### config.mk
export PLATFORM = sky130hd
export DESIGN_NAME = ula_exec_stage
export DESIGN_NICKNAME = d
export VERILOG_FILES = /design/src/rtl/lapido_alu_pkg.sv /design/src/rtl/ula_flag_gen.sv /design/src/rtl/ula_exec_stage.sv
export SDC_FILE = /design/constraint.sdc
export NUM_CORES = 1
export LEC_CHECK = 0
export ABC_AREA = 1
export CAP_MARGIN = 10
export CORE_MARGIN = 4
export CORE_UTILIZATION = 46
export CTS_CLUSTER_SIZE = 25
export DETAILED_ROUTE_END_ITERATION = 8
export PLACE_DENSITY = 0.89
export RECOVER_POWER = 100
export SETUP_SLACK_MARGIN = 0.5
export SLEW_MARGIN = 30
export SYNTH_ARGS = -nofsm -noshare
export SYNTH_HDL_FRONTEND = slang
export SYNTH_SLANG_ARGS = --single-unit
export TNS_END_PERCENT = 1
### constraint.sdc
create_clock -name clock -period 5.2 [get_ports clock]
set_input_delay 1.04 -clock clock [delete_from_list [all_inputs] [get_ports clock]]
set_output_delay 1.04 -clock clock [all_outputs]
set_load 0.05 [all_outputs]
### src/rtl/lapido_alu_pkg.sv
// Lapido ALU shared definitions: opcode encodings, flag bit positions, opcode classifiers.
// Latency: n/a (constants and pure functions only).
// Backpressure: n/a.
package lapido_alu_pkg;

    localparam logic [4:0] OP_ADD    = 5'b00000;
    localparam logic [4:0] OP_ADDINC = 5'b00001;
    localparam logic [4:0] OP_INCA   = 5'b00011;
    localparam logic [4:0] OP_SUBDEC = 5'b00100;
    localparam logic [4:0] OP_SUB    = 5'b00101;
    localparam logic [4:0] OP_DECA   = 5'b00110;
    localparam logic [4:0] OP_LSL    = 5'b01000;
    localparam logic [4:0] OP_ASR    = 5'b01001;

    // Bit positions inside a {N,Z,C,V} flag nibble
    localparam int FLAG_N = 3;
    localparam int FLAG_Z = 2;
    localparam int FLAG_C = 1;
    localparam int FLAG_V = 0;

    // Carry-chain opcodes: their C/V come from the 33-bit adder
    function automatic logic is_arith_op(input logic [4:0] op);
        return (op == OP_ADD) || (op == OP_ADDINC) || (op == OP_INCA) ||
               (op == OP_SUBDEC) || (op == OP_SUB) || (op == OP_DECA);
    endfunction

    // Whole upper half of the opcode space is the logic-op group
    function automatic logic is_legal_op(input logic [4:0] op);
        return op[4] || is_arith_op(op) || (op == OP_LSL) || (op == OP_ASR);
    endfunction

endpackage

### src/rtl/ula_flag_gen.sv
// N/Z/C/V generation for the beat in stage E from its operands, opcode and the ALU result.
// Latency: combinational.
// Backpressure: none; outputs follow the registered ALU inputs.
// Ports: a/b operands, opcode, res (ALU result) in; nzcv flag nibble out.
module ula_flag_gen
    import lapido_alu_pkg::*;
#(
    parameter int DATA_W = 32
) (
    input  logic [DATA_W-1:0] a,
    input  logic [DATA_W-1:0] b,
    input  logic [4:0]        opcode,
    input  logic [DATA_W-1:0] res,
    output logic [3:0]        nzcv
);

    logic [DATA_W-1:0] b_sel;
    logic              cin;
    logic [DATA_W:0]   sum;
    logic              carry;
    logic              ovf;

    always_comb begin
        b_sel = b;
        cin   = 1'b0;
        case (opcode)
            OP_ADDINC: cin = 1'b1;
            OP_INCA: begin
                b_sel = '0;
                cin   = 1'b1;
            end
            OP_SUBDEC: b_sel = ~b;
            OP_SUB: begin
                b_sel = ~b;
                cin   = 1'b1;
            end
            OP_DECA: b_sel = '1;
            default: ;
        endcase

        sum = {1'b0, a} + {1'b0, b_sel} + {{DATA_W{1'b0}}, cin};

        carry = 1'b0;
        ovf   = 1'b0;
        if (is_arith_op(opcode)) begin
            // Only the carry-out of the adder matters; the sum itself comes from the ALU
            carry = (sum >> DATA_W) != '0;
            ovf   = (a[DATA_W-1] == b_sel[DATA_W-1]) && (res[DATA_W-1] != a[DATA_W-1]);
        end else if (opcode == OP_LSL) begin
            carry = a[DATA_W-1];
        end else if (opcode == OP_ASR) begin
            carry = a[0];
        end

        nzcv         = '0;
        nzcv[FLAG_N] = res[DATA_W-1];
        nzcv[FLAG_Z] = (res == '0);
        nzcv[FLAG_C] = carry;
        nzcv[FLAG_V] = ovf;
    end

endmodule

### src/rtl/ula_exec_stage.sv
// Two-entry execute pipeline (E holds operands for the external ALU, W holds result+flags) plus architectural flags.
// Latency: beat accepted at edge t is presented on out_valid after edge t+1; 1 beat/cycle throughput.
// Backpressure: W holds payload while out_ready is low, E then fills, in_ready drops; flush empties both stages.
// Ports: clock/reset/flush; in_* upstream beat; alu_* to the ALU, alu_out back; out_* write-back beat; flags.
module ula_exec_stage
    import lapido_alu_pkg::*;
#(
    parameter int DATA_W = 32,
    parameter int OP_W   = 5,
    parameter int RA_W   = 5
) (
    input  logic              clock,
    input  logic              reset,
    input  logic              flush,
    input  logic              in_valid,
    output logic              in_ready,
    input  logic [DATA_W-1:0] in_a,
    input  logic [DATA_W-1:0] in_b,
    input  logic [OP_W-1:0]   in_opcode,
    input  logic [RA_W-1:0]   in_rd,
    input  logic              in_wen,
    output logic [DATA_W-1:0] alu_a,
    output logic [DATA_W-1:0] alu_b,
    output logic [OP_W-1:0]   alu_opcode,
    input  logic [DATA_W-1:0] alu_out,
    output logic              out_valid,
    input  logic              out_ready,
    output logic [DATA_W-1:0] out_result,
    output logic [RA_W-1:0]   out_rd,
    output logic              out_wen,
    output logic [3:0]        out_flags,
    output logic              out_illegal,
    output logic [3:0]        flags
);

    logic            e_valid;
    logic            w_valid;
    logic [RA_W-1:0] e_rd;
    logic            e_wen;
    logic            out_fire;
    logic            w_free;
    logic            e_adv;
    logic            in_fire;
    logic [4:0]      e_op;
    logic            e_legal;
    logic [3:0]      e_flags;

    // A flush cycle never presents a beat, so it can never hand off or touch flags
    assign out_valid = w_valid && !flush;
    assign out_fire  = out_valid && out_ready;
    assign w_free    = !w_valid || out_fire;
    assign e_adv     = e_valid && w_free;
    assign in_ready  = !flush && (!e_valid || e_adv);
    assign in_fire   = in_valid && in_ready;

    assign e_op    = 5'(alu_opcode);
    assign e_legal = is_legal_op(e_op);

    ula_flag_gen #(.DATA_W(DATA_W)) u_flag_gen (
        .a      (alu_a),
        .b      (alu_b),
        .opcode (e_op),
        .res    (alu_out),
        .nzcv   (e_flags)
    );

    always_ff @(posedge clock) begin
        if (reset) begin
            e_valid     <= 1'b0;
            w_valid     <= 1'b0;
            alu_a       <= '0;
            alu_b       <= '0;
            alu_opcode  <= '0;
            e_rd        <= '0;
            e_wen       <= 1'b0;
            out_result  <= '0;
            out_rd      <= '0;
            out_wen     <= 1'b0;
            out_flags   <= '0;
            out_illegal <= 1'b0;
            flags       <= '0;
        end else if (flush) begin
            e_valid <= 1'b0;
            w_valid <= 1'b0;
        end else begin
            // ALU operands only move when a new beat lands in E
            if (in_fire) begin
                e_valid    <= 1'b1;
                alu_a      <= in_a;
                alu_b      <= in_b;
                alu_opcode <= in_opcode;
                e_rd       <= in_rd;
                e_wen      <= in_wen;
            end else if (e_adv) begin
                e_valid <= 1'b0;
            end

            if (e_adv) begin
                w_valid     <= 1'b1;
                out_result  <= e_legal ? alu_out : '0;
                out_rd      <= e_rd;
                out_wen     <= e_legal && e_wen;
                out_flags   <= e_legal ? e_flags : 4'b0000;
                out_illegal <= !e_legal;
            end else if (out_fire) begin
                w_valid <= 1'b0;
            end

            if (out_fire && !out_illegal) begin
                flags <= out_flags;
            end
        end
    end

endmodule
### Word level (Yosys, flattened, before mapping)

Index checks and enable logic that the tools add are counted.

| cells by class | value |
|---|---|
| muxes and demuxes | 12 |
| bitwise gates (word level) | 2 |
| add/subtract/negate cells | 2 |
| reduce and logical (&&, ||, !) cells | 33 |
| equal/unequal tests | 9 |

Operators by type and width:

| operator | count |
|---|---|
| 32-bit case mux with 3 select lines | 1 |
| 32-bit by 32-bit adder with 33-bit output | 1 |
| 33-bit by 1-bit adder with 33-bit output | 1 |
| 32-bit zero test | 1 |
| 32-bit two-way mux | 1 |
| 32-bit inverter | 1 |
| 5-bit by 3-bit == test with 1-bit output, second input constant | 3 |
| 5-bit by 4-bit == test with 1-bit output, second input constant | 2 |
| 1-bit logical OR | 10 |
| 1-bit two-way mux | 9 |
| 1-bit logical AND | 8 |
| 2-bit AND reduction | 3 |
| 5-bit by 1-bit == test with 1-bit output, second input constant | 1 |
| 5-bit by 2-bit == test with 1-bit output, second input constant | 1 |
| 1-bit zero test | 5 |
| 5-bit zero test | 1 |
| 4-bit two-way mux | 1 |
| 2-bit nonzero test | 2 |
| 2-bit OR reduction | 2 |
| 3-bit OR reduction | 1 |
| 1-bit == test | 1 |
| 1-bit inequality test | 1 |
| 1-bit inverter | 1 |

| word-level totals | value |
|---|---|
| register bits | 124 |
| output and inout port bits | 118 |

### Longest topological paths before layout

| depth | value |
|---|---|
| depth in word-level cells | 10 |
| depth in mapped cells | 23 |
| mapped depth without buffers | 22 |

### Cells and area by module

From an unflattened synthesis, not the netlist that was laid out.

| second synthesis, totals | value |
|---|---|
| cells, all modules | 954 |
| area, all modules | 6,545.0 µm² |

Modules (own cells, without submodules):

| module | area an instance (µm²) | cells each | times used |
|---|---|---|---|
| ula_exec_stage | 5,142.4 | 718 | 1 |
| ula_flag_gen | 1,402.6 | 236 | 1 |

### Worst setup path after synthesis

No wires, ideal clock.

| path | value |
|---|---|
| path kind | input port to output port |
| start point | input port flush |
| end point | output port in_ready |
| data required time | 4.160 ns |
| arrival | 2.495 ns |
| path slack | 1.665 ns |
| cell stages on the path | 5 |
| buffers on the path | 0 |
| cell sequence | nor2_1 nand2_1 nand2_1 nor2_1 nor2_2 |

| on the way | value |
|---|---|
| cells in the longest elaborated chain, start to end | 7 |

RTL lines:

| what | line | source |
|---|---|---|
| start: declaration | ula_exec_stage.sv:14 | `input logic flush,` |
| 1-bit zero test * | ula_exec_stage.sv:49, ula_exec_stage.sv:53 |  |
| 1-bit logical AND | ula_exec_stage.sv:49 | `assign out_valid = w_valid && !flush;` |
| 1-bit logical AND | ula_exec_stage.sv:50 | `assign out_fire = out_valid && out_ready;` |
| 1-bit logical OR | ula_exec_stage.sv:51 | `assign w_free = !w_valid \|\| out_fire;` |
| 1-bit logical AND | ula_exec_stage.sv:52 | `assign e_adv = e_valid && w_free;` |
| 1-bit logical OR | ula_exec_stage.sv:53 | `assign in_ready = !flush && (!e_valid \|\| e_adv);` |
| 1-bit logical AND * | ula_exec_stage.sv:53 |  |
| end: declaration | ula_exec_stage.sv:16 | `output logic in_ready,` |

Every way passes the cells marked *; elsewhere a longest branch is shown, timed or not.

### Worst setup path after layout

Same ends and word-level chain as after synthesis.

==> reports/metrics.csv <==
metric,value,unit
vias in the first global route,5581,
GR Util met3,7.11,%
Syn Nets,891,
pin count of the biggest net entering global routing,67,
site row count,39,
Tot GR Track Use,25.0,%
Die X-Extent,118,um
clock-pin transition on the worst setup and hold timing paths,50,ps
Static Leak,0.00366,uW
"Hold-fix buffers, CTS",0,
hpwl dp,12600,um
GR Overflow Total,0,
Logic pwr share,19.6,%
Setup Viol. Count Final,0,
clock buffer depth,2,
area of the multi-input gates,0.00266,mm2
WP data required,4160,ps
DR pass1 iterations,5,
Sequential Power Share,36.0,%
register area,0.00246,mm2
Mapped Area,0.00553,mm2
routability cong.,0.841,
failing checks,"capacitance limit, slew limit",
max cap viols,2,
drt via density,5.30,
Sw Ratio,27.5,%
Critical path buffers and inverters,2,
area grow syn2layout,53.0,%
fin crit share,79.3,%
Setup TNS,0,ps
slowest CP cell,dlygate4sd3_1,
number of antenna-violating nets in the routed design,0,
DRT Wirelength,17600,um
Final Non-Filler Cells,1111,
crit-path cells,dlygate4sd3_1 > nor2_1 > nand2_1 > nand2_1 > nor2_1 > nor2_1 > dlygate4sd3_1,
Hold Path Class,flip-flop to flip-flop,
PostCTS Resize Cnt,0,
"flops & latches, synth",123,
postcts setup bufs,0,
Synth cell types,31,
initial antenna violation count,0,
DRC Markers,0,
Peak VDD IR,275,uV
Syn Area/Cell,7.41,um2
Initial DRC Count,375,
CTS tree,done,
CP endpoint kind,primary output,
Nets,1100,
drt wl/cell,15.9,um
Synth top area share,44.5,%
clock sinks,123,
Synth area leaders,"dfxtp_1, a21oi_1, nor2_1, ha_1, nand2_1",
Pint,2060,uW
unrepaired setup endpoints after global routing,false,
die area,0.0138,mm2
asr flop ratio synth,0,%
maximum level of the CTS H-tree,4,
minimum clock period,4120,ps
chip height,118,um
critical path's most frequent cell,nor2_1,
TritonCTS Buffers,17,
CP Depth,7,
Slew @ Worst Pin,1730,ps
clock root cell,clkbuf_16,
Initial Util,47.7,%
status,"finished, violations left",
crit path launch type,input port,
GR peak layer,met2,
Area after DPL,0.00785,mm2
Final Max Slew Viols,108,
Mapped Cells,747,
worst-case reg-to-reg path depth,17,
I/O pin total,230,
"slowest stage delay, CP",910,ps
achievable clock frequency,0.243,GHz
YS warnings,0,
Slew HR,-15.5,%
final hold vios,0,
CP arrival,3080,ps
antenna cell count,0,
register area share after synthesis,44.5,%
met2 Use GR,43.2,%
hold depth,2,
core area,0.0116,mm2
clock share of power,44.5,%
layout cells sized above 1,4.13,%
PortBufs,229,
Final Cell Area,0.00847,mm2
Post-synth EDFFs,0,
worst skew pair latency,420,ps
FILL cells,917,
Clock Skew,5.07,ps
Inst Count DP,1080,
pwr dens,335,mW/mm2
via count,5883,
Crit path max-delay family,buffers and inverters,
grt met1 use,28.4,%
P_sw,780,uW
ys flop type,dfxtp_1,
Yosys top cell by area,dfxtp_1,
critical path type,input port to primary output,
fin util,72.9,%
first-pass GRT wire length,28000,um
"Max FO, Critical Path",3,
## stage by stage
step           hold WS (ps)  setup slack [ps]  total power, uW
3_3_place_gp            451              1320             1600
4_1_cts                 465              1290             2870
6_report                460              1080             2840
3_5_place_dp            457              1300             1610
5_1_grt                 479               747             2950
2_1_floorplan           439              1670             1380
## flip-flops by register name, summed over array words and instances (netlist names)
register,cells
alu_a,32
out_flags,3
out_illegal,1
out_rd,5
out_wen,1
alu_opcode,5
e_valid,1
w_valid,1
out_result,32
alu_b,32
e_wen,1
e_rd,5
flags,4
## routing by layer
layer	up-vias	routed length, um
met4	0	596
met1	2700	7090
li1	2944	-
met2	199	8900
met5	-	0
met3	40	1070
## worst min-delay path: stages (launching register included)
cell     delay, ps
dfxtp_1        300
nand2_1         60
a21oi_1         50
## synth_stat cells, types with 3 or more instances
| master | count |
|---|---|
| nand2_1 | 105 |
| clkbuf_1 | 26 |
| a21oi_1 | 118 |
| nor4_1 | 8 |
| nand3_1 | 11 |
| inv_1 | 46 |
| ha_1 | 32 |
| buf_6 | 3 |
| buf_2 | 13 |
| o21ai_1 | 60 |
| dfxtp_1 | 123 |
| nand4_1 | 4 |
| inv_2 | 6 |
| nor2_1 | 113 |
| o21ai_0 | 60 |
## logic make-up after synthesis
group	Yosys count	share of synthesized area, %
buffers and inverters	98	7.46
adders and majority gates	32	7.23
AOI/OAI and AO/OA	247	22.7
and+or+nand+nor	247	18.1
DFF	123	44.5
## final timing paths
check             slack, ps           start        endpoint
setup / recovery       1080           flush        in_ready
hold / removal          460  out_result[11]  out_result[11]
setup reg to reg       1360   alu_opcode[0]    out_flags[1]
hold reg to reg         460  out_result[11]  out_result[11]
## cell type report
cell class / instances / area share [%]
Clock inverter: 7 / 1.60
Timing Repair Buffer: 235 / 27.5
Multi-Input combinational cell: 526 / 31.4
Inverter: 53 / 2.36
Tap cell: 143 / 2.11
Sequential cell: 123 / 29.1
Clock buffer: 24 / 5.93
## power by group through the flow
stage	sequential, uW	combinational (uW)	clock [uW]
floorplan	1190	197	0
CTS	1020	575	1280
global route	1030	601	1330
finish	1020	556	1260
global placement	1040	557	0
detailed placement	1040	569	0
## placed cells by master, fill, tap and decap left out, types with 2 or more instances in the layout
cell type / Yosys / routed
dfxtp_1: 123 / 123
a21oi_1: 118 / 118
bufinv_16: 0 / 4
inv_2: 6 / 4
nand2_1: 105 / 106
clkbuf_8: 0 / 5
nor4_1: 8 / 8
buf_4: 1 / 4
nand3_1: 11 / 11
clkbuf_16: 0 / 17
clkbuf_1: 26 / 4
nand4_1: 4 / 4
clkdlybuf4s50_1: 0 / 109
dlygate4sd3_1: 0 / 120
clkinv_2: 0 / 3
a31oi_1: 2 / 2
nor2_1: 113 / 114
o21ai_0: 60 / 75
o21ai_1: 60 / 45
ha_1: 32 / 32
inv_1: 46 / 48
(Power assumes the default switching activity.)
==> RTL change, RTL diff (config.mk and constraints unchanged) <==
Put one more register stage on the output `out_flags`, with the module's reset. The value now appears one clock later. The other outputs are not delayed to match.
--- a/src/rtl/ula_exec_stage.sv
+++ b/src/rtl/ula_exec_stage.sv
@@ -33,4 +33,6 @@
     output logic [3:0]        flags
 );
+
+    logic [3:0] out_flags_s0;
 
     logic            e_valid;
@@ -77,5 +79,5 @@
             out_rd      <= '0;
             out_wen     <= 1'b0;
-            out_flags   <= '0;
+            out_flags_s0 <= '0;
             out_illegal <= 1'b0;
             flags       <= '0;
@@ -101,5 +103,5 @@
                 out_rd      <= e_rd;
                 out_wen     <= e_legal && e_wen;
-                out_flags   <= e_legal ? e_flags : 4'b0000;
+                out_flags_s0 <= e_legal ? e_flags : 4'b0000;
                 out_illegal <= !e_legal;
             end else if (out_fire) begin
@@ -108,8 +110,16 @@
 
             if (out_fire && !out_illegal) begin
-                flags <= out_flags;
+                flags <= out_flags_s0;
             end
         end
     end
 
+    always_ff @(posedge clock) begin
+        if (reset) begin
+            out_flags <= '0;
+        end else begin
+            out_flags <= out_flags_s0;
+        end
+    end
+
 endmodule
Check against the original RTL: not equivalent (Yosys sat finds a counterexample within 4 cycles, from zero or initial values and one cycle with reset high).
==> RTL change against the original RTL <==
The flow still finishes with violations (max-capacitance violations, max-slew violations); first-iteration DRC count increased by 41%; global-route usage decreased by 0.38 points; sequential cell count rose by 4; power increased by 0.42%; maximum frequency fell by 4.6%; routed wire length rose by 1.5%; cell area is 1.7% higher; worst setup slack worse by 0.20 ns; cell count grew 0.81%; synthesized area increased by 2.3%; hold slack got worse by 0.015 ns; critical endpoint is now out_result[3]; largest cell class unchanged.
==> RTL change: results (changes against the original RTL) <==
** Place
- The placed wire-length estimate after detailed placement was 12,500 um (-1.2%).
- Cell Area, Placed :: 8000 um^2 (+1.9%)
- Placer congestion estimate :: 0.863 (+2.6%)

** Clock tree
- The largest buffer count on any clock path came to 2 (unchanged).
- The clock insertion delay at the later pin of the skew report was 0.42 ns (about the same).
- Post-CTS sizing :: 0 (unchanged)
- H-tree depth reported by CTS :: 4 (unchanged)
- Clock transition at the register clock pins on the worst setup and hold paths after CTS :: 0.06 ns
- Num CTS Buffers :: 17 (unchanged)

** Critical path
- The maximum fanout along the worst path was 43 (+40).
- Max stage delay cell, worst path :: clkbuf_1
- Slowest Stage Delay on Critical Path :: 1.28 ns (+0.37 ns)
- The critical path data arrival time came to 4.58 ns (+1.50 ns).

** Global route
- GR Layer Usage met3 :: 6.74% (-0.37 points)
- Pin count of the biggest net entering global routing :: 112 (+67%)
- The global-route track usage on met2 is 42.1% (-1.1 points).
- The wire length of the first global-routing pass was 28,000 um (unchanged).
- The aggregate global-route resource usage is 24.6% (-0.38 points).
- Met1 usage in global routing :: 28.6% (+0.22 points)
- Vias in the first global route :: 5,661 (+1.4%)
- met2 is the most crowded layer.

** Synthesis
- Yosys attributes the largest share of cell area to dfxtp_1, o21ai_0, nor2_1.
- Part of the Yosys area used for sequential elements :: 44.9% (+0.42 points)
- Prevailing post-synth register cell :: dfxtp_1
- Yosys warns :: 0 (unchanged)
- The distinct cell type count after synthesis came to 29 (-6.5%).
- Async set or reset register ratio after synthesis :: 0% (unchanged)
- Synthesized Nets :: 895 (+0.45%)
- Top cell types by occurrence after synthesis :: dfxtp_1, o21ai_0, nor2_1

** STA
- The final-report max-slew violation count came to 159 (+47%).
- Slew at the pin with the worst max-slew slack :: 2.29 ns (+0.560 ns)
- Setup violations, final :: 0 (unchanged)
- Post-Route Skew :: 0.00579 ns (+0.000720 ns)

** Pwr
- The standby leakage power is 0.00383 uW (+4.7%).
- The design internal power came to 2050 uW (-0.61%).
- The worst ir drop on vdd came to 0.000257 V (-6.7%).

** Drt
- The number of vias per cell is 5.35 (+1.1%).
- The average routed wire per standard cell is 16.0 um (+0.67%).
- Violation count after the first detailed-route iteration :: 529 (+41%)

** Cells and area
- The ratio of cells with drive above 1 in the final layout was 4.42% (+0.29 points).
- The layout net count came to 1,104 (+0.36%).
- Filler cells :: 898 (-2.1%)

** Flow run
- The max-capacitance violation count is 3 (+1).

** Run status
- The flow ran to the end, but the final reports show violations.
- Failing checks :: max-capacitance violations, max-slew violations

** Worst hold path
- Worst Hold Class :: register to register
RTL change: final cells by class:
cell class	count	area share, %
clock buffer	20	5.30
clock inverter	12	1.92
inverter	83	3.63
multi-input combinational	495	30.3
sequential	127	29.5
tap	147	2.14
timing repair buffer	236	27.2
RTL change: metrics by stage:
stage | setup WS (ns) | utilization, % | instances | hold WS [ns]
6_report | 0.880 | 71.7 | 1120 | 0.445
5_1_grt | 0.553 | 71.7 | 1120 | 0.476
4_1_cts | 1.20 | 71.8 | 1119 | 0.447
3_5_place_dp | 1.21 | 66.6 | 1087 | 0.438
3_3_place_gp | 1.26 | 66.5 | 1087 | 0.439
2_1_floorplan | 1.43 | - | 751 | 0.422
RTL change: metal layers:
layer / part of all wire [%] / vias to the layer above
li1: - / 2942
met1: 40 / 2773
met5: 0 / -
met4: 3.2 / 0
met2: 50 / 240
met3: 6.5 / 41
RTL change: power groups by stage:
stage | logic, uW | clock network [uW] | registers [uW]
2_1_floorplan | 192 | 0 | 1220
3_3_place_gp | 548 | 0 | 1070
3_5_place_dp | 560 | 0 | 1070
4_1_cts | 567 | 1260 | 1060
5_1_grt | 594 | 1310 | 1060
6_report | 550 | 1250 | 1050
RTL change: worst paths after layout:
kind	from	endpoint	slack, ns	cells past startpoint
max reg2reg	w_valid	out_result[3]	1.74	9
max	flush	out_result[3]	0.88	9
min reg2reg	out_flags_s0[0]	out_flags[0]	0.45	2
min	out_flags_s0[0]	out_flags[0]	0.45	2
RTL change: logic make-up after synthesis:
group | after synthesis | synth area share [%]
flops | 127 | 44.9
fa+ha+maj | 32 | 7.07
buf+inv | 129 | 9.13
compound gates | 248 | 22.6
simple gates | 215 | 16.3
RTL change: worst max-delay path, delay by kind of cell:
family                 cells  cell delay, ns
buffers and inverters      2            1.85
and+or+nand+nor            5            1.15
AOI/OAI and AO/OA          2            0.53
